`src/rtl/risc_loader.sv`:
```
// Program loader for a small CPU core: streams bytes into program memory,
// then releases the core from reset and counts its run cycles until halt.
module risc_loader #(
    parameter int unsigned AWIDTH = 5,
    parameter int unsigned DWIDTH = 8
) (
    input  logic              clk,
    input  logic              rst,
    input  logic              start,
    input  logic [AWIDTH:0]   len,
    input  logic              in_valid,
    input  logic [DWIDTH-1:0] in_data,
    output logic              in_ready,
    output logic              mem_wr,
    output logic [AWIDTH-1:0] mem_addr,
    output logic [DWIDTH-1:0] mem_data,
    output logic              cpu_rst,
    input  logic              halt,
    output logic              busy,
    output logic              done,
    output logic [15:0]       cycles
);

    typedef enum logic [1:0] {StIdle, StLoad, StRun, StDone} state_e;

    // Memory depth; a longer requested program is truncated to this.
    localparam logic [AWIDTH:0] MaxLen = {1'b1, {AWIDTH{1'b0}}};

    state_e              state_q, state_d;
    logic [AWIDTH:0]     eff_len_q, eff_len_d;
    logic [AWIDTH:0]     cnt_q, cnt_d;
    logic [AWIDTH:0]     cnt_inc;
    logic                mem_wr_q, mem_wr_d;
    logic [AWIDTH-1:0]   mem_addr_q, mem_addr_d;
    logic [DWIDTH-1:0]   mem_data_q, mem_data_d;
    logic                cpu_rst_q, cpu_rst_d;
    logic [15:0]         cycles_q, cycles_d;
    logic                start_acc;

    assign cnt_inc = cnt_q + (AWIDTH+1)'(1);

    // Next-state, memory write and cycle-counter logic.
    always_comb begin
        state_d    = state_q;
        eff_len_d  = eff_len_q;
        cnt_d      = cnt_q;
        mem_wr_d   = 1'b0;
        mem_addr_d = mem_addr_q;
        mem_data_d = mem_data_q;
        cycles_d   = cycles_q;
        start_acc  = 1'b0;

        case (state_q)
            StIdle, StDone: begin
                if (start) begin
                    start_acc = 1'b1;
                    eff_len_d = (len > MaxLen) ? MaxLen : len;
                    cnt_d     = '0;
                    cycles_d  = '0;
                    state_d   = (len == '0) ? StRun : StLoad;
                end
            end
            StLoad: begin
                // in_ready is high throughout LOAD, so in_valid alone means a transfer.
                if (in_valid) begin
                    mem_wr_d   = 1'b1;
                    mem_addr_d = cnt_q[AWIDTH-1:0];
                    mem_data_d = in_data;
                    cnt_d      = cnt_inc;
                    if (cnt_inc == eff_len_q) begin
                        state_d = StRun;
                    end
                end
            end
            StRun: begin
                // Halt only counts once the core is actually out of reset.
                if (!cpu_rst_q) begin
                    if (halt) begin
                        state_d = StDone;
                    end else if (cycles_q != 16'hFFFF) begin
                        cycles_d = cycles_q + 16'd1;
                    end
                end
            end
            default: begin
                state_d = StIdle;
            end
        endcase

        // One-cycle lag into RUN lets the final memory write land first.
        cpu_rst_d = !(((state_q == StRun) || (state_q == StDone)) && !start_acc);
    end

    // State and output registers with synchronous active-low reset.
    always_ff @(posedge clk) begin
        if (!rst) begin
            state_q    <= StIdle;
            eff_len_q  <= '0;
            cnt_q      <= '0;
            mem_wr_q   <= 1'b0;
            mem_addr_q <= '0;
            mem_data_q <= '0;
            cpu_rst_q  <= 1'b1;
            cycles_q   <= '0;
        end else begin
            state_q    <= state_d;
            eff_len_q  <= eff_len_d;
            cnt_q      <= cnt_d;
            mem_wr_q   <= mem_wr_d;
            mem_addr_q <= mem_addr_d;
            mem_data_q <= mem_data_d;
            cpu_rst_q  <= cpu_rst_d;
            cycles_q   <= cycles_d;
        end
    end

    assign in_ready = (state_q == StLoad);
    assign busy     = (state_q == StLoad) || (state_q == StRun);
    assign done     = (state_q == StDone);
    assign mem_wr   = mem_wr_q;
    assign mem_addr = mem_addr_q;
    assign mem_data = mem_data_q;
    assign cpu_rst  = cpu_rst_q;
    assign cycles   = cycles_q;

endmodule

```
`config.mk`:
```
export PLATFORM = sky130hd
export DESIGN_NAME = risc_loader
export DESIGN_NICKNAME = d
export VERILOG_FILES = /design/src/rtl/risc_loader.sv
export SDC_FILE = /design/constraint.sdc
export NUM_CORES = 1
export LEC_CHECK = 0
export BUFFER_PORTS_ARGS = -buffer_cell sky130_fd_sc_hd__buf_2
export CAP_MARGIN = 20
export CORE_MARGIN = 2
export CORE_UTILIZATION = 45
export CTS_BUF_LIST = sky130_fd_sc_hd__clkbuf_8
export DETAILED_ROUTE_END_ITERATION = 8
export GPL_TIMING_DRIVEN = 1
export PLACE_DENSITY = 0.68
export SLEW_MARGIN = 20
export SYNTH_ARGS = -nofsm -noshare
export SYNTH_HDL_FRONTEND = slang
export SYNTH_SLANG_ARGS = --single-unit
```
`constraint.sdc`:
```
create_clock -name clk -period 4.4 [get_ports clk]
set_input_delay 0.88 -clock clk [delete_from_list [all_inputs] [get_ports clk]]
set_output_delay 0.88 -clock clk [all_outputs]
set_load 0.1 [all_outputs]
```
* Word level (Yosys, flattened, before mapping)
Index checks and enable logic that the tools add are counted.
** Word-level totals
- Flip-flop bits (word level) :: 45
- Latch bits :: 0
- Bits in writable memories :: 0
- Memory bits (read-only) :: 0
- Input bits :: 19
- Logic and storage cells :: 58
- Memories :: 0
** Operators by class
- Add/sub/neg operators :: 2
- Multipliers :: 0
- Div/mod/pow operators :: 0
- $lt $le $gt $ge :: 1
- Eq/ne operators :: 12
- Shift operators :: 0
- Mux-type cells :: 19
- Bitwise gates (word level) :: 0
- Reductions and logical operators :: 16
** Operator list (number)
- $mux 16 :: 4
- $pmux 16 s2 :: 1
- $mux 6 :: 3
- $add 16x1->16 const B :: 1
- $ne 16x16->1 const B :: 1
- $mux 2 :: 6
- $ne 2x2->1 const B :: 6
- $pmux 6 s2 :: 1
- $reduce_and 5->1 :: 2
- $add 6x1->6 const B :: 1
- $eq 6x6->1 :: 1
- $gt 6x6->1 const B :: 1
- $logic_not 6->1 :: 1
- $pmux 2 s3 :: 1
- $reduce_and 2->1 :: 3
- $eq 2x2->1 const B :: 2
- $reduce_bool 2->1 :: 2
- $mux 1 :: 3
- $reduce_and 3->1 :: 1
- $eq 2x1->1 const B :: 1
- $logic_not 1->1 :: 2
- $logic_not 2->1 :: 1
- $logic_or 1x1->1 :: 2
- $ne 2x1->1 const B :: 1
- 2 further kinds :: 2

* Depth between registers and ports, before layout
- Word-level depth :: 6
- Mapped depth :: 9

* Worst setup path after synthesis
Ideal clock, no wire load.
- Path type :: register to register
- Start point :: register cycles_q[1], in the netlist cycles[1]
- End point :: register cycles_q[2], in the netlist cycles[2]
- Arrival time :: 2.504 ns
- Data required time :: 4.330 ns
- Slack :: 1.826 ns
- Stages on the path, launching flop included :: 8
- Buffers on the path :: 1
- Path through :: dfxtp_1 ha_1 nand2_1 nor3_1 a21o_1 buf_2 o21ai_0 a21oi_1
** Between the ends
- Longest elaborated chain between the ends :: 5
** Ends and longest elaborated chain
- from (decl) :: RTL line 37 : logic [15:0] cycles_q, cycles_d;
- from (signal assigned) :: RTL line 113 : cycles_q <= cycles_d;
- $add 16x1->16 :: RTL line 81 : cycles_d = cycles_q + 16'd1;
- $mux 16 :: RTL line 80 : end else if (cycles_q != 16'hFFFF) begin
- $mux 16 :: RTL line 78 : if (halt) begin
- $mux 16 :: RTL line 77 : if (!cpu_rst_q) begin
- $pmux 16 s2 :: RTL line 53 : case (state_q)
Parallel ways exist; a longest one is shown, timed or not. The select of a mux whose other input is x is not followed.
A chain may end at the register's enable or synchronous reset.

* Worst setup path in the final report
- Start point :: register state_q[0]
- End point :: output port busy
** Between the ends
- Longest elaborated chain between the ends :: 2
** Ends and longest elaborated chain
- from (decl) :: RTL line 29 : state_e state_q, state_d;
- from (signal assigned) :: RTL line 97 : state_q <= StIdle;
- from (signal assigned) :: RTL line 106 : state_q <= state_d;
- $eq 2x1->1 / $eq 2x2->1 (equally long branches) :: RTL line 118 : assign busy = (state_q == StLoad) || (state_q == StRun);
- $logic_or 1x1->1 (*) :: RTL line 118
- to (decl) :: RTL line 19 : output logic busy,
Every way passes the cells marked *; elsewhere a longest branch is shown, timed or not.

==> summary by stage <==
Run status
The run finished with clean final reports.

Clocking
The total CTS buffers is 5. After clock tree synthesis, the clock-pin slew on the worst setup and hold paths is 80 ps. The CTS tree is yes. Gates resized during post-CTS repair numbered 0.

The total clock sinks is 45. The clock network latency to the later pin of the worst-skew pair is 290 ps. The root cell of the clock tree is sky130_fd_sc_hd__clkbuf_8. The longest clock path from root to sink contains 2 buffers. The hold buffer count at cts is 0. The number of buffers added for setup after CTS is 0. CTS built an H-tree with a depth of 2.

Setup path
The biggest fanout along the worst timing path is 9. The dominant cell type by count on the critical path is sky130_fd_sc_hd__inv_1. The element type at the critical path start is a flop.

The data arrival time of the critical path is 1690 ps. Traced cell by cell, the critical path runs through inv_1 > ha_1 > inv_1 > buf_2. The worst setup path is captured at an output pin. The category of the most critical setup path is flop to output pin. The required time at the worst-slack endpoint is 3520 ps.

The slowest library cell on the worst path is sky130_fd_sc_hd__buf_2. On the worst path, the slowest cell contributes a delay of 430 ps.

Placed design
The half-perimeter wire length after detailed placement is 3.63 mm. The total cell area at the placement stage is 0.00263 mm2. Including well taps, the total number of placed cells is 391. During placement, the flow inserted port buffers numbering 52.

Routability-driven placement finished with a final weighted congestion of 0.802. Timing analysis after detailed placement gives a worst setup slack of 2060 ps.

Power
For this design the total switching power over the nets is 567 uW. The internal power of the cells totals 681 uW. Combinational logic burns 43.4% of the power. The clock share of power is 19.6%. IR analysis of the VDD net gives a maximum drop of 619 uV.

The switching fraction of total power is 45.4%. Overall power consumption after layout is estimated at 1.25 mW. Summed over all cells, the static leakage comes to 1.09 nW. Per report_power, the sequential group accounts for 37.0% of the total. The total power divided by cell area is 461 mW/mm2.

Route
In this run the remaining antenna-violating nets after routing total 0. The average wire per standard cell is 12.5 um. The count of TritonRoute iterations in the first routing pass is 4. The detailed-route wire length is 4.98 mm. The number of remaining DRC errors is 0. The number of DRC violations after detailed-routing iteration 0 is 159.

Using the TritonRoute via totals, the vias-per-cell ratio works out to 5.24. The detailed router placed 2090 vias in this run.

GRT
The number of antenna violations at the first check in global routing came to 0. Entering global routing, the biggest net connects 37 pins. The wire length of the first global-routing pass is 8.11 mm. The aggregate global routing overflow is 0.

The number of global-route vias before repair is 1815. The global router's overall resource usage is 18.3%.

STA
The fmax is 389 MHz. The share of the clock period used by the worst path is 58.4%. Setup violations remaining at the end of the flow were counted as 0.

The count of final hold-check violations is 0. Measured against its own limit, the worst slew margin works out to 64.2%. The sum of negative setup slack is 0 ps. The worst-margin pin slew is 524 ps. The worst hold slack is 461 ps.

The number of max-slew violations in the final report is 0. Clock skew on the completed layout was measured at 4.69 ps. The final period demand of the worst path is 2570 ps. The final critical-path setup slack is 1830 ps. Setup repair after global routing left no endpoint under its margin.

Flow run
Across the run, the number of max-cap violations was 0.

Floorplanning
The die outline height is 75.9 um. The floorplan step defined a die boundary enclosing 0.00576 mm2. For this configuration, the core starts out at a cell density of 46.1%. The area of the core is 0.00504 mm2.

The total number of placement rows is 26. The chip width is 75.9 um. 53 I/O pins were placed.

Logic synthesis
Counting flops with a built-in enable in the synthesized netlist gives 0. Counting every net in the synthesized netlist gives 304. The number of distinct library cells after synthesis is 52. For this run, the leading register cell type out of synthesis is sky130_fd_sc_hd__dfxtp_1. The number of instances in the synthesized netlist is 280. For this run, the number of Yosys warnings is 0.

The synthesized flop and latch total is 45. The cell area that synthesis handed to floorplanning was 0.00232 mm2. The share of the yosys chip area belonging to registers is 38.8%.

The share of async-settable or async-resettable flops after synthesis is 0%. A synthesized cell averages 8.30 um2.

Cells and area
After routing the design area is 0.00271 mm2. Once layout is complete, the utilization of the core stands at 53.7%. After the last flow step, the layout net total stands at 352. In the final layout, the share of cells above drive strength 1 is 20.4%. 0 antenna diodes ended up in the layout.

The filler-free cell count of the finished design is 399. From synthesis to final layout, the design area changed by 16.6%.

Min path
The class of the tightest hold or removal check is flop to flop.
==> power groups by stage <==
stage / registers (mW) / clock network, mW / logic (mW)
floorplan: 0.557 / 0 / 0.372
global placement: 0.470 / 0 / 0.537
detailed placement: 0.472 / 0 / 0.543
CTS: 0.462 / 0.255 / 0.545
global route: 0.467 / 0.275 / 0.589
finish: 0.462 / 0.244 / 0.542
==> cell usage in the layout, fill, tap and decap left out, drive strengths merged, types with 2 or more instances in the layout <==
cell type / instances
nand4: 7
a21oi: 17
xor2: 3
nand3: 7
nor4: 2
nand3b: 3
nand2b: 7
a211oi: 2
dfxtp: 45
nor2b: 8
clkinv: 2
a211o: 2
ha: 5
a2111oi: 3
xnor2: 5
o21ai: 9
inv: 10
o31ai: 2
nor2: 9
clkbuf: 5
or4: 4
buf: 53
o211ai: 3
nor3: 4
and3: 4
and2: 5
nor3b: 6
mux2i: 5
a21boi: 17
nand2: 52
and4: 2
or3: 6
o21a: 4
==> logic make-up after synthesis <==
| family | Yosys count | share of synthesized area [%] |
|---|---|---|
| AOI/OAI and AO/OA | 68 | 20.6 |
| xor gates and xnor gates | 8 | 3.01 |
| adders and majority gates | 5 | 2.69 |
| buffers and inverters | 21 | 3.71 |
| DFF | 45 | 38.8 |
| muxes | 6 | 2.64 |
| and+or+nand+nor | 127 | 28.6 |
==> synthesized netlist by cell type, drive strengths merged (6+ instances only) <==
cell / n / area share (%)
a21oi: 17 / 3.7
nor2b: 8 / 2.2
nor3b: 6 / 1.9
dfxtp: 45 / 39
nor2: 9 / 1.5
clkbuf: 8 / 1.3
or3: 6 / 1.6
a21boi: 17 / 5.5
nand3: 7 / 1.7
o21ai: 9 / 1.9
nand2: 52 / 8.4
inv: 9 / 1.5
nand4: 7 / 2.2
nand2b: 7 / 1.9
==> critical path: cells and delay by family (launching register included) <==
kind | cells | cell delay, ps
flip-flops | 1 | 390
buffers and inverters | 3 | 600
adder cells (fa/ha/maj) | 1 | 400
==> sequential cells by signal, indices dropped and copies added (netlist names) <==
name	count
state_q	2
mem_addr	5
cnt_q	6
eff_len_q	6
cpu_rst	1
mem_wr	1
mem_data	8
cycles	16
==> final timing paths <==
kind / cells after the start / slack, ps / end / startpoint
min reg2reg: 2 / 460 / mem_data[7]$_SDFFE_PN0P_ / mem_data[7]$_SDFFE_PN0P_
max: 4 / 1830 / busy / state_q[0]$_SDFFE_PN0P_
min: 2 / 460 / mem_data[7]$_SDFFE_PN0P_ / mem_data[7]$_SDFFE_PN0P_
max reg2reg: 7 / 2180 / cycles[11]$_SDFFE_PN0P_ / state_q[0]$_SDFFE_PN0P_
==> per-layer routing <==
metal,vias to the layer above,GRT usage (%),wire length (um)
met5,-,0,0
met4,0,6.63,65
met3,5,3.57,305
met2,57,29.4,2160
met1,944,24.4,2440
li1,1084,-,-
==> final cells by class <==
type	instances	area [um2]
Clock inverter	3	13.8
Clock buffer	5	68.8
Timing Repair Buffer	53	268
Fill cell	493	2330
Tap cell	70	87.6
Multi-Input combinational cell	214	1340
Sequential cell	45	901
Inverter	9	33.8
(Power assumes the default switching activity.)
